$ cat config.mk
export PLATFORM = sky130hd
export DESIGN_NAME = spi_bus_arbiter
export DESIGN_NICKNAME = d
export VERILOG_FILES = /design/src/rtl/spi_bus_arbiter.sv
export SDC_FILE = /design/constraint.sdc
export NUM_CORES = 1
export LEC_CHECK = 0
export CAP_MARGIN = 30
export CORE_MARGIN = 2
export CORE_UTILIZATION = 40
export CTS_CLUSTER_DIAMETER = 30
export DETAILED_ROUTE_END_ITERATION = 16
export PLACE_DENSITY = 0.78
export SETUP_SLACK_MARGIN = 0.05
export SLEW_MARGIN = 25
export SYNTH_ARGS = -nofsm -noshare
export SYNTH_HDL_FRONTEND = slang
export SYNTH_SLANG_ARGS = --single-unit
$ cat constraint.sdc
create_clock -name clk -period 7.6 [get_ports clk]
set_input_delay 1.52 -clock clk [delete_from_list [all_inputs] [get_ports clk]]
set_output_delay 1.52 -clock clk [all_outputs]
set_load 0.01 [all_outputs]
$ cat src/rtl/spi_bus_arbiter.sv
`default_nettype none
// ============================================================================
// Module      : spi_bus_arbiter
// Description : Shares one SPI shift engine between an instruction-fetch port
//               (SPI flash) and a data port (SPI RAM); owns both chip selects.
//               Optional WAIT watchdog enabled by macro SPI_ARB_TIMEOUT_EN.
// Revision    : 1.0 - initial release
// ============================================================================
module spi_bus_arbiter #(
    parameter int ADDR_W          = 24,
    parameter int MAX_DATA_STREAK = 4,
    parameter int TIMEOUT_CYCLES  = 1024
) (
    input  logic              clk,
    input  logic              rst,
    input  logic              i_req,
    input  logic [ADDR_W-1:0] i_addr,
    output logic              i_ack,
    output logic [31:0]       i_rdata,
    input  logic              d_req,
    input  logic              d_we,
    input  logic [1:0]        d_size,
    input  logic [ADDR_W-1:0] d_addr,
    input  logic [31:0]       d_wdata,
    output logic              d_ack,
    output logic [31:0]       d_rdata,
    output logic              eng_start,
    output logic              eng_sel,
    output logic              eng_we,
    output logic [2:0]        eng_nbytes,
    output logic [ADDR_W-1:0] eng_addr,
    output logic [31:0]       eng_wdata,
    input  logic              eng_done,
    input  logic [31:0]       eng_rdata,
    output logic              eng_abort,
    output logic              flash_cs_n,
    output logic              ram_cs_n,
    output logic              busy,
    output logic              err
);

    localparam logic [2:0] c_st_idle  = 3'd0;
    localparam logic [2:0] c_st_start = 3'd1;
    localparam logic [2:0] c_st_wait  = 3'd2;
    localparam logic [2:0] c_st_abort = 3'd3;
    localparam logic [2:0] c_st_ack   = 3'd4;

    localparam logic [3:0] c_streak_max = 4'(MAX_DATA_STREAK);

    logic [2:0] r_state;
    logic [2:0] w_state_nxt;
    logic [3:0] r_streak;
    logic       w_any_req;
    logic       w_grant_d;
    logic       w_grant;
    logic       w_sel_nxt;
    logic       w_cs_act_nxt;
    logic       w_timeout;
    logic       w_timeout_hit;
    logic [2:0] w_d_nbytes;

    always_comb begin
        w_any_req    = i_req | d_req;
        // Data normally wins; a full streak hands the bus to a waiting fetch.
        w_grant_d    = d_req & (~i_req | (r_streak != c_streak_max));
        w_grant      = (r_state == c_st_idle) & w_any_req;
        w_sel_nxt    = w_grant ? w_grant_d : eng_sel;
        w_timeout_hit = (r_state == c_st_wait) & ~eng_done & w_timeout;
        w_state_nxt  = r_state;
        case (r_state)
            c_st_idle:  if (w_any_req) w_state_nxt = c_st_start;
            c_st_start: w_state_nxt = c_st_wait;
            c_st_wait: begin
                if (eng_done)       w_state_nxt = c_st_ack;
                else if (w_timeout) w_state_nxt = c_st_abort;
            end
            c_st_abort: w_state_nxt = c_st_ack;
            c_st_ack:   w_state_nxt = c_st_idle;
            default:    w_state_nxt = c_st_idle;
        endcase
        w_cs_act_nxt = (w_state_nxt == c_st_start) | (w_state_nxt == c_st_wait) |
                       (w_state_nxt == c_st_abort);
        case (d_size)
            2'd0:    w_d_nbytes = 3'd1;
            2'd1:    w_d_nbytes = 3'd2;
            default: w_d_nbytes = 3'd4;
        endcase
    end

    always_ff @(posedge clk or posedge rst) begin
        if (rst) r_state <= c_st_idle;
        else     r_state <= w_state_nxt;
    end

    // All outputs are registered from the next-state decode.
    always_ff @(posedge clk or posedge rst) begin
        if (rst) begin
            r_streak   <= 4'd0;
            i_ack      <= 1'b0;
            d_ack      <= 1'b0;
            i_rdata    <= 32'd0;
            d_rdata    <= 32'd0;
            eng_start  <= 1'b0;
            eng_sel    <= 1'b0;
            eng_we     <= 1'b0;
            eng_nbytes <= 3'd0;
            eng_addr   <= '0;
            eng_wdata  <= 32'd0;
            flash_cs_n <= 1'b1;
            ram_cs_n   <= 1'b1;
            busy       <= 1'b0;
        end else begin
            eng_start  <= (w_state_nxt == c_st_start);
            busy       <= (w_state_nxt != c_st_idle);
            flash_cs_n <= ~(w_cs_act_nxt & ~w_sel_nxt);
            ram_cs_n   <= ~(w_cs_act_nxt & w_sel_nxt);
            i_ack      <= (w_state_nxt == c_st_ack) & ~eng_sel;
            d_ack      <= (w_state_nxt == c_st_ack) & eng_sel;
            if (w_grant) begin
                eng_sel <= w_grant_d;
                if (w_grant_d) begin
                    eng_we     <= d_we;
                    eng_nbytes <= w_d_nbytes;
                    eng_addr   <= d_addr;
                    eng_wdata  <= d_wdata;
                end else begin
                    eng_we     <= 1'b0;
                    eng_nbytes <= 3'd4;
                    eng_addr   <= i_addr;
                    eng_wdata  <= 32'd0;
                end
                if (w_grant_d & i_req) begin
                    if (r_streak != c_streak_max) r_streak <= r_streak + 4'd1;
                end else begin
                    r_streak <= 4'd0;
                end
            end
            if ((r_state == c_st_wait) & eng_done) begin
                if (eng_sel) d_rdata <= eng_rdata;
                else         i_rdata <= eng_rdata;
            end else if (w_timeout_hit) begin
                if (eng_sel) d_rdata <= 32'hFFFF_FFFF;
                else         i_rdata <= 32'hFFFF_FFFF;
            end
        end
    end

`ifdef SPI_ARB_TIMEOUT_EN
    localparam logic [15:0] c_tmo_last = 16'(TIMEOUT_CYCLES - 1);

    logic [15:0] r_tmo_cnt;

    assign w_timeout = (r_tmo_cnt == c_tmo_last);

    always_ff @(posedge clk or posedge rst) begin
        if (rst) begin
            r_tmo_cnt <= 16'd0;
            eng_abort <= 1'b0;
            err       <= 1'b0;
        end else begin
            if (r_state != c_st_wait) r_tmo_cnt <= 16'd0;
            else                      r_tmo_cnt <= r_tmo_cnt + 16'd1;
            eng_abort <= w_timeout_hit;
            // ABORT always leads into ACK, so the error lands with the ack.
            err       <= (r_state == c_st_abort);
        end
    end
`else
    assign w_timeout = 1'b0;
    assign eng_abort = 1'b0;
    assign err       = 1'b0;
`endif

endmodule
`default_nettype wire
==> qor.txt <==
Worst Hold End: eng_nbytes[0]
cells taking the most area after synthesis: dfrtp_1, mux2_2, a22o_1
Hold Fails Final Rpt: 0
non-filler cells, final: 851
number of I/O port buffers: 250
post-DP HPWL: 9890 um
largest net degree at the start of global routing: 72
DRT antenna net count: 0
final wirelength: 13900 um
sequential area share after synthesis: 0.635
hold_buf cts: 0
Hold Crit Start: eng_nbytes[0]
DR WL/cell: 16.4 um
clock sinks: 138
hold depth: 2
first-pass GRT wire length: 22100 um
Yosys reg bits: 138
vias post-DR: 4146
Startpoint Class: input pin
remaining global-route overflow: 0
# diodes: 0
Final period util: 0.401
CTS tree: built
post-CTS setup buffers: 0
initial antenna violation count: 0
routed vias/inst: 4.87
# Max-Cap Violations: 0
PD cells: 427 nW/um2
storage element area: 3460 um2
total CTS buffers: 17
Reg2Reg Capture Point: r_streak[3]
Resize count post-CTS: 0
syn avg cell area: 13.2 um2
drt drc: 0
CP Data Arrival Time: 3.33 ns
clock transition at the registers of the reported paths: 0.06 ns
clk buf depth: 2
Slew Limit Fails: 0
r2r worst-path depth: 5
vias in the first global route: 4342
Synth Instances: 414
post-route minimum period: 3.04 ns
Clock Latency Late Sink: 0.40 ns
YS warnings: 0
share of layout cells above drive strength 1: 0.169
RSZ-0062 raised after global routing: no
area occupied by multi-input gates: 1770 um2
Netlist Area Pre-Place: 5450 um2
worst min path class: reg2reg
Worst IR Drop VDD: 0.210 mV
placer's final routability congestion estimate: 0.787
CP endpoint kind: flop
setup TNS: 0 ns
# fillers: 1012
core area: 13300 um2
Leakage: 3.78 nW
1st-iter DRT viols: 201
total global-route track usage: 0.196
Rows: 42
Nets: 785
Final Setup Violations: 0
worst r2r src: r_state[0]
R2R Setup Slk: 5.57 ns
Area Growth Syn to Fin: 61.3%
status: completed
Chip Width: 121 um
Relative slew margins: 0.389
die height: 121 um
WP data required: 7.89 ns
die area: 14600 um2
clk_skew: 0.00498 ns
Synth top area share: 0.625
Max H-tree Level: 4
Initial Util: 0.410
Ports: 253
top cell type by total area after synthesis: dfrtp_1
upper clock frequency limit: 328 MHz
clock root buffer: clkbuf_16
Post-Place Cells: 816
library cells used by synthesis: 37
DRT Pass-1 Iters: 4
Worst Setup Path Type: in2reg
CP max FO: 19
Worst Tran Pin Value: 0.917 ns
where the power goes:
part | switching [mW] | total [mW] | internal (mW)
sequential | 0.191 | 1.27 | 1.08
combinational | 0.632 | 1.55 | 0.922
clock | 0.295 | 0.925 | 0.630
final cells by class:
cell class,instances,area share
clock buffers,19,0.0516
clock inverters,12,0.0249
inverters,8,0.00399
multi-input cells,241,0.202
flip-flops and latches,138,0.393
well taps,176,0.0251
repair buffers,257,0.299
worst max path at each step:
stage	startpoint	to	depth (start not counted)
6_report	eng_done	i_rdata[5]	4
3_5_place_dp	eng_done	i_rdata[5]	3
4_1_cts	eng_done	i_rdata[5]	3
3_3_place_gp	eng_done	d_rdata[9]	3
5_1_grt	i_req	eng_addr[13]	5
2_1_floorplan	rst	busy	1
layer usage:
layer,global-route usage,vias to the layer above,share of wire
met5,0,-,0
met4,0.0698,0,0.017
met3,0.0585,19,0.068
met2,0.326,177,0.51
met1,0.242,2011,0.41
li1,-,1939,-
synth_stat cells (all sizes together):
cell     count
or2          2
nand4b       2
o22ai        1
nor2        26
nand2       37
o31ai        1
nand2b       1
o311ai       1
conb         1
nand4        1
o211ai       1
nand3        1
buf         26
nor4         1
a21oi       52
and2         2
ha           2
o21ai        4
nor3         3
clkbuf       2
inv          8
mux2        64
dfrtp      136
o2bb2ai      1
a22o        33
and4bb       1
o41ai        1
dfstp        2
and3         1
per-stage QoR:
stage | util | hold WS, ns | power [mW] | area (um2) | setup slack (ns)
6_report | 0.661 | 0.477 | 3.75 | 8790 | 4.56
5_1_grt | 0.661 | 0.516 | 3.96 | 8790 | 4.38
4_1_cts | 0.654 | 0.484 | 3.78 | 8700 | 4.47
3_5_place_dp | 0.604 | 0.470 | 2.84 | 8030 | 4.04
3_3_place_gp | 0.602 | 0.461 | 2.78 | 8000 | 3.99
2_1_floorplan | - | 0.505 | 1.98 | 5450 | 2.39
placed cells by master, fill, tap and decap left out, types with 6 or more instances in the layout:
master | synthesis | routed
inv_1 | 7 | 6
mux2_2 | 54 | 54
a21oi_1 | 52 | 52
dfrtp_1 | 136 | 136
bufinv_16 | 0 | 6
nand2_1 | 37 | 37
nor2_1 | 25 | 25
clkdlybuf4s50_1 | 0 | 250
a22o_1 | 33 | 33
clkbuf_16 | 0 | 17
mux2_4 | 10 | 10
cell families after synthesis:
logic type      count (synthesis)  share of synthesized area
mux                            64                      0.139
flops                         138                      0.635
other cells                     1                   0.000689
fa+ha+maj                       2                    0.00459
simple gates                   78                     0.0634
buf+inv                        36                     0.0423
compound gates                 95                      0.115
critical path: stages:
cell and delay [ns]:
clkdlybuf4s50_1 0.52, and4bb_2 0.71, buf_16 0.23, mux2_2 0.35
state kept, by name, indices dropped and copies added, names as in the netlist:
signal and flops:
eng_addr 24, r_state 3, eng_nbytes 3, eng_wdata 32, eng_start 1, r_streak 4, eng_sel 1, d_rdata 32
eng_we 1, i_rdata 32, busy 1, flash_cs_n 1, i_ack 1, ram_cs_n 1, d_ack 1
Note: power is estimated with default switching activity, not from simulation.
